==> src/rtl/vga_fb_arbiter.sv <==
// rtl/vga_fb_arbiter.sv - shares one pixel RAM between VGA scan-out and a FIFO-buffered pixel writer
module vga_fb_arbiter #(
    parameter int H_ACTIVE = 800,
    parameter int V_ACTIVE = 600,
    parameter int ADDR_W   = 19,
    parameter int PIX_W    = 3
) (
    input  logic              clk,
    input  logic              rst,
    input  logic              en,
    input  logic              frame_start,
    input  logic              pre_de,
    input  logic              wr_valid,
    output logic              wr_ready,
    input  logic [ADDR_W-1:0] wr_addr,
    input  logic [PIX_W-1:0]  wr_data,
    output logic              wr_drop,
    output logic [2:0]        fifo_level,
    output logic [ADDR_W-1:0] mem_addr,
    output logic              mem_we,
    output logic [PIX_W-1:0]  mem_wdata,
    input  logic [PIX_W-1:0]  mem_rdata,
    output logic [PIX_W-1:0]  rgb_out,
    output logic              de_out
);

    localparam int NPIX = H_ACTIVE * V_ACTIVE;
    localparam logic [ADDR_W-1:0] LAST_ADDR = ADDR_W'(NPIX - 1);

    typedef enum logic [1:0] {
        ST_IDLE,
        ST_SCAN,
        ST_DRAIN
    } mode_t;

    mode_t             mode;
    logic [ADDR_W-1:0] fifo_addr [4];
    logic [PIX_W-1:0]  fifo_data [4];
    logic [1:0]        wr_ptr;
    logic [1:0]        rd_ptr;
    logic [ADDR_W-1:0] rd_addr;
    logic [ADDR_W-1:0] scan_addr;
    logic              de_q;
    logic              in_range;
    logic              xfer;
    logic              push;
    logic              pop;

    assign in_range = ({1'b0, wr_addr} < (ADDR_W + 1)'(NPIX));
    assign wr_ready = (fifo_level < 3'd4) & ~rst;
    assign xfer     = wr_valid & wr_ready;
    assign push     = xfer & in_range;
    assign pop      = (mode == ST_DRAIN) & ~rst;

    // Scan-out always wins while the display is live; the FIFO only drains otherwise.
    always_comb begin
        mode      = ST_IDLE;
        scan_addr = frame_start ? '0 : rd_addr;
        mem_addr  = rd_addr;
        mem_we    = 1'b0;
        mem_wdata = fifo_data[rd_ptr];
        if (pre_de && en) begin
            mode = ST_SCAN;
        end else if (fifo_level != 3'd0) begin
            mode = ST_DRAIN;
        end
        case (mode)
            ST_SCAN:  mem_addr = scan_addr;
            ST_DRAIN: begin
                mem_addr = fifo_addr[rd_ptr];
                mem_we   = ~rst;
            end
            default:  mem_addr = rd_addr;
        endcase
    end

    always_ff @(posedge clk) begin
        if (push) begin
            fifo_addr[wr_ptr] <= wr_addr;
            fifo_data[wr_ptr] <= wr_data;
        end
    end

    always_ff @(posedge clk) begin
        if (rst) begin
            rd_addr    <= '0;
            wr_ptr     <= '0;
            rd_ptr     <= '0;
            fifo_level <= '0;
            de_q       <= 1'b0;
            de_out     <= 1'b0;
            rgb_out    <= '0;
            wr_drop    <= 1'b0;
        end else begin
            if (mode == ST_SCAN) begin
                rd_addr <= (scan_addr == LAST_ADDR) ? '0 : scan_addr + 1'b1;
            end else if (frame_start) begin
                rd_addr <= '0;
            end
            if (push) begin
                wr_ptr <= wr_ptr + 2'd1;
            end
            if (pop) begin
                rd_ptr <= rd_ptr + 2'd1;
            end
            fifo_level <= fifo_level + {2'b0, push} - {2'b0, pop};
            wr_drop    <= xfer & ~in_range;
            // Two-stage read pipeline: address cycle, RAM latency, then output register.
            de_q       <= (mode == ST_SCAN);
            de_out     <= de_q & en;
            rgb_out    <= (de_q & en) ? mem_rdata : '0;
        end
    end

endmodule

==> config.mk <==
export PLATFORM = sky130hd
export DESIGN_NAME = vga_fb_arbiter
export DESIGN_NICKNAME = d
export VERILOG_FILES = /design/src/rtl/vga_fb_arbiter.sv
export SDC_FILE = /design/constraint.sdc
export NUM_CORES = 1
export LEC_CHECK = 0
export ABC_AREA = 0
export CAP_MARGIN = 10
export CELL_PAD_IN_SITES_DETAIL_PLACEMENT = 1
export CELL_PAD_IN_SITES_GLOBAL_PLACEMENT = 1
export CORE_ASPECT_RATIO = 1.25
export CORE_UTILIZATION = 30
export CTS_BUF_LIST = sky130_fd_sc_hd__clkbuf_8
export CTS_CLUSTER_SIZE = 12
export DETAILED_ROUTE_END_ITERATION = 10
export GPL_ROUTABILITY_DRIVEN = 0
export GPL_TIMING_DRIVEN = 0
export PLACE_DENSITY = 0.65
export SYNTH_ARGS = -nofsm -noshare
export SYNTH_HDL_FRONTEND = slang
export SYNTH_SLANG_ARGS = --single-unit
==> constraint.sdc <==
create_clock -name clk -period 4.2 [get_ports clk]
set_clock_uncertainty 0.15 [all_clocks]
set_input_delay 1.26 -clock clk [delete_from_list [all_inputs] [get_ports clk]]
set_output_delay 1.26 -clock clk [all_outputs]
set_load 0.02 [all_outputs]
==> summary.txt <==
Outcome
  • Outcome: completed

Logic synthesis
  • Synth Register Bits: 122
  • Mapped Cells: 363
  • Synth cell types: 49
  • EDFF count, synth: 88
  • Yosys top cell area share: 52.1%
  • Most common cell in the netlist: edfxtp_1
  • Top post-synthesis cells by area: edfxtp_1 52%, dfxtp_1 13%, mux4_2 9.8%
  • Avg Cell Area, Syn: 14.0 um2
  • Synthesized area: 5070 um2
  • Post-synth top cells: 88 x edfxtp_1, 48 x nand2_1, 34 x dfxtp_1
  • Main synth FF type: edfxtp_1
  • Share of flip-flops with an asynchronous set or reset: 0%
  • Synthesized Nets: 402
  • Yosys warnings: 0
  • Synth area leader: edfxtp_1
  • Sequential fraction of the synthesis area: 65.5%

Critical path
  • Setup crit start kind: input port
  • Worst r2r dst: fifo_level[2]
  • Required @ worst endpoint: 2.79 ns
  • Worst-path fanout max: 5
  • Worst setup startpoint: pre_de
  • Critical path type: input port to output port
  • Worst EP arrival: 2.71 ns
  • R2R cell count: 12
  • Worst path max stage delay: 0.32 ns
  • CP Cell Sequence: dlygate4sd2_1 > nand2_4 > o31ai_2 > clkbuf_4 > nand2_1 > a21oi_1 > clkdlybuf4s15_2
  • CP Capture Type: output port
  • Critical Path Slowest Stage Cell: dlygate4sd2_1
  • R2R Path Start: fifo_level[2]
  • R2r setup slk: 1.35 ns

Clocking
  • CTS root buf: clkbuf_8
  • H-Tree Depth: 4
  • Clock-pin transition on the worst setup and hold timing paths: 0.07 ns
  • CTS tree: done
  • Post-cts hold buffer count: 0
  • CTS Buffer Depth: 2
  • Clk_lat worst skew: 0.43 ns
  • Num CTS Buffers: 17
  • Clk sinks: 122

Global routing
  • Grt ovf: 0
  • Initial antenna violation count: 0
  • First-pass GRT wire length: 18600 um
  • Number of global-route vias before repair: 3468
  • Pin count of the biggest net entering global routing: 23
  • GRT Util Overall: 14.5%

Placement
  • Placed inst area: 5960 um2
  • Buffers on Ports: 62
  • DP HPWL: 8560 um

Pwr
  • Pwr per Cell Area: 511 nW/um2
  • P_leak: 2.08 nW
  • Worst vdd ir: 182 uV

Worst hold path
  • Hold EP: rd_addr[17]
  • Worst hold path class: flop to flop
  • Hold path start: rd_addr[17]
  • Hold Path Depth: 2

Route
  • Routed Antenna Nets: 0
  • WL final: 12000 um
  • Wire per inst: 17.8 um
  • Number of DRC markers in iteration 0: 192
  • Vias: 3250
  • Vias per cell: 4.81
  • Drt first pass iters: 4
  • Post-route DRC violation count: 0

Finish
  • Antenna diodes: 0
  • Layout cells sized above 1: 20.0%
  • Finished Cell Area: 6440 um2
  • Layout net count: 486
  • Area growth syn-to-layout: 27.0%
  • FILL cells: 1748

Timing
  • Relative slew slack: 20.3%
  • Worst-Margin Slew: 1.20 ns
  • RSZ-0062 raised after global routing: no
  • Achievable Freq: 243 MHz
  • Tcrit/Tclk final: 98.0%
  • Min cycle time layout: 4.12 ns
  • Worst hold margin: 0.355 ns
  • Setup-failing EPs final: 0
  • Final Max Slew Viols: 0
  • Hold Fails Final Rpt: 0
  • Setup TNS Final: 0 ns

Floorplan
  • Die ar.: 17400 um2
  • Row count: 52
  • Core area: 16400 um2
  • Die H: 147 um
  • Die X: 118 um
  • Io pins: 63
  • Initial core utilization: 30.9%

Flow run
  • Max-cap violations: 0
## worst max-delay path: cells and delay by family
family,cells,cell delay (ns)
AO/OA/AOI/OAI,2,0.39
buffers and inverters,3,0.89
AND/OR/NAND/NOR,2,0.16
## logic make-up (layout without fill, tap and decap cells)
logic type	after synthesis	after routing	share of synthesized area [%]
xor+xnor	13	13	2.24
mux	23	23	9.99
compound gates	56	56	6.81
simple gates	118	118	11.6
flops	122	122	65.5
buf+inv	23	120	1.78
fa+ha+maj	8	8	2.12
## routing by layer
layer | track usage [%] | vias to the layer above | routed length (um)
met2 | 26.6 | 64 | 6610
met3 | 3.36 | 12 | 369
met5 | 0 | - | 0
met4 | 7.18 | 0 | 198
li1 | - | 1531 | -
met1 | 15.6 | 1643 | 4830
## where the power goes
group	switching, mW	internal (mW)	leakage, nW
sequential	0.0416	1.35	1.07
clock	0.485	0.545	0.199
combinational	0.473	0.393	0.805
total	0.999	2.29	2.08
## flip-flops by register name (all words and copies together), names as in the netlist, named ones only
register,count
fifo_addr,76
rd_addr,19
fifo_data,12
fifo_level,3
rgb_out,3
rd_ptr,2
wr_ptr,2
de_out,1
de_q,1
wr_drop,1
## worst max path at each step
stage                              end  slack, ns  cells past startpoint
after detailed placement   mem_addr[9]      -0.92                      7
after floorplan           mem_addr[10]       0.48                      5
final                     mem_addr[13]       0.08                      7
after CTS                 mem_addr[14]       0.04                      7
after global placement     mem_addr[9]      -0.89                      7
after global routing       mem_addr[6]       0.03                      7
## timing repair
| item | CTS | global route |
|---|---|---|
| setup endpoints to repair | 22 | 13 |
| setup buffers | 1 | 1 |
| gates resized for setup | 77 | 4 |
| endpoints found under the hold margin | 0 | 0 |
| cloned | 2 | 0 |
| pin swaps | 0 | 1 |
## layout make-up
cell class                 instances  area (um2)  area share [%]
buffer                            13        67.6            1.05
clock buffer                      18         248            3.85
clock inverter                    14         148            2.29
inverter                           9        33.8           0.524
multi-input combinational        218        1690            26.2
sequential                       122        3320            51.6
tap                              216         270            4.20
timing repair buffer              66         661            10.3
## layout by cell type (no fill, tap or decap), types with 3 or more instances in the layout
cell type	n
edfxtp_1	88
nand2_1	47
clkdlybuf4s50_1	38
dfxtp_1	34
a21oi_1	29
nor2_1	24
mux4_2	22
clkbuf_8	18
clkdlybuf4s15_2	16
inv_1	11
xnor2_1	10
and2_1	7
ha_1	7
o21ai_0	6
clkbuf_4	5
nor2b_1	5
nand3_1	5
clkbuf_1	4
buf_2	4
or3_1	4
dlygate4sd2_1	4
clkbuf_2	3
nand4b_1	3
or4_1	3
xor2_1	3
inv_6	3
clkinv_4	3
clkinvlp_4	3
clkdlybuf4s15_1	3
## stage by stage
step / total power, mW / std cells / setup WS (ns) / utilization [%]
final: 3.29 / 676 / 0.0831 / 39.3
after floorplan: 1.91 / 363 / 0.482 / -
after global routing: 3.43 / 676 / 0.0259 / 39.3
after CTS: 3.33 / 675 / 0.0372 / 39.2
after detailed placement: 2.28 / 641 / -0.921 / 36.4
after global placement: 2.26 / 641 / -0.886 / 36.4
Power figures use the tool's default switching activity.
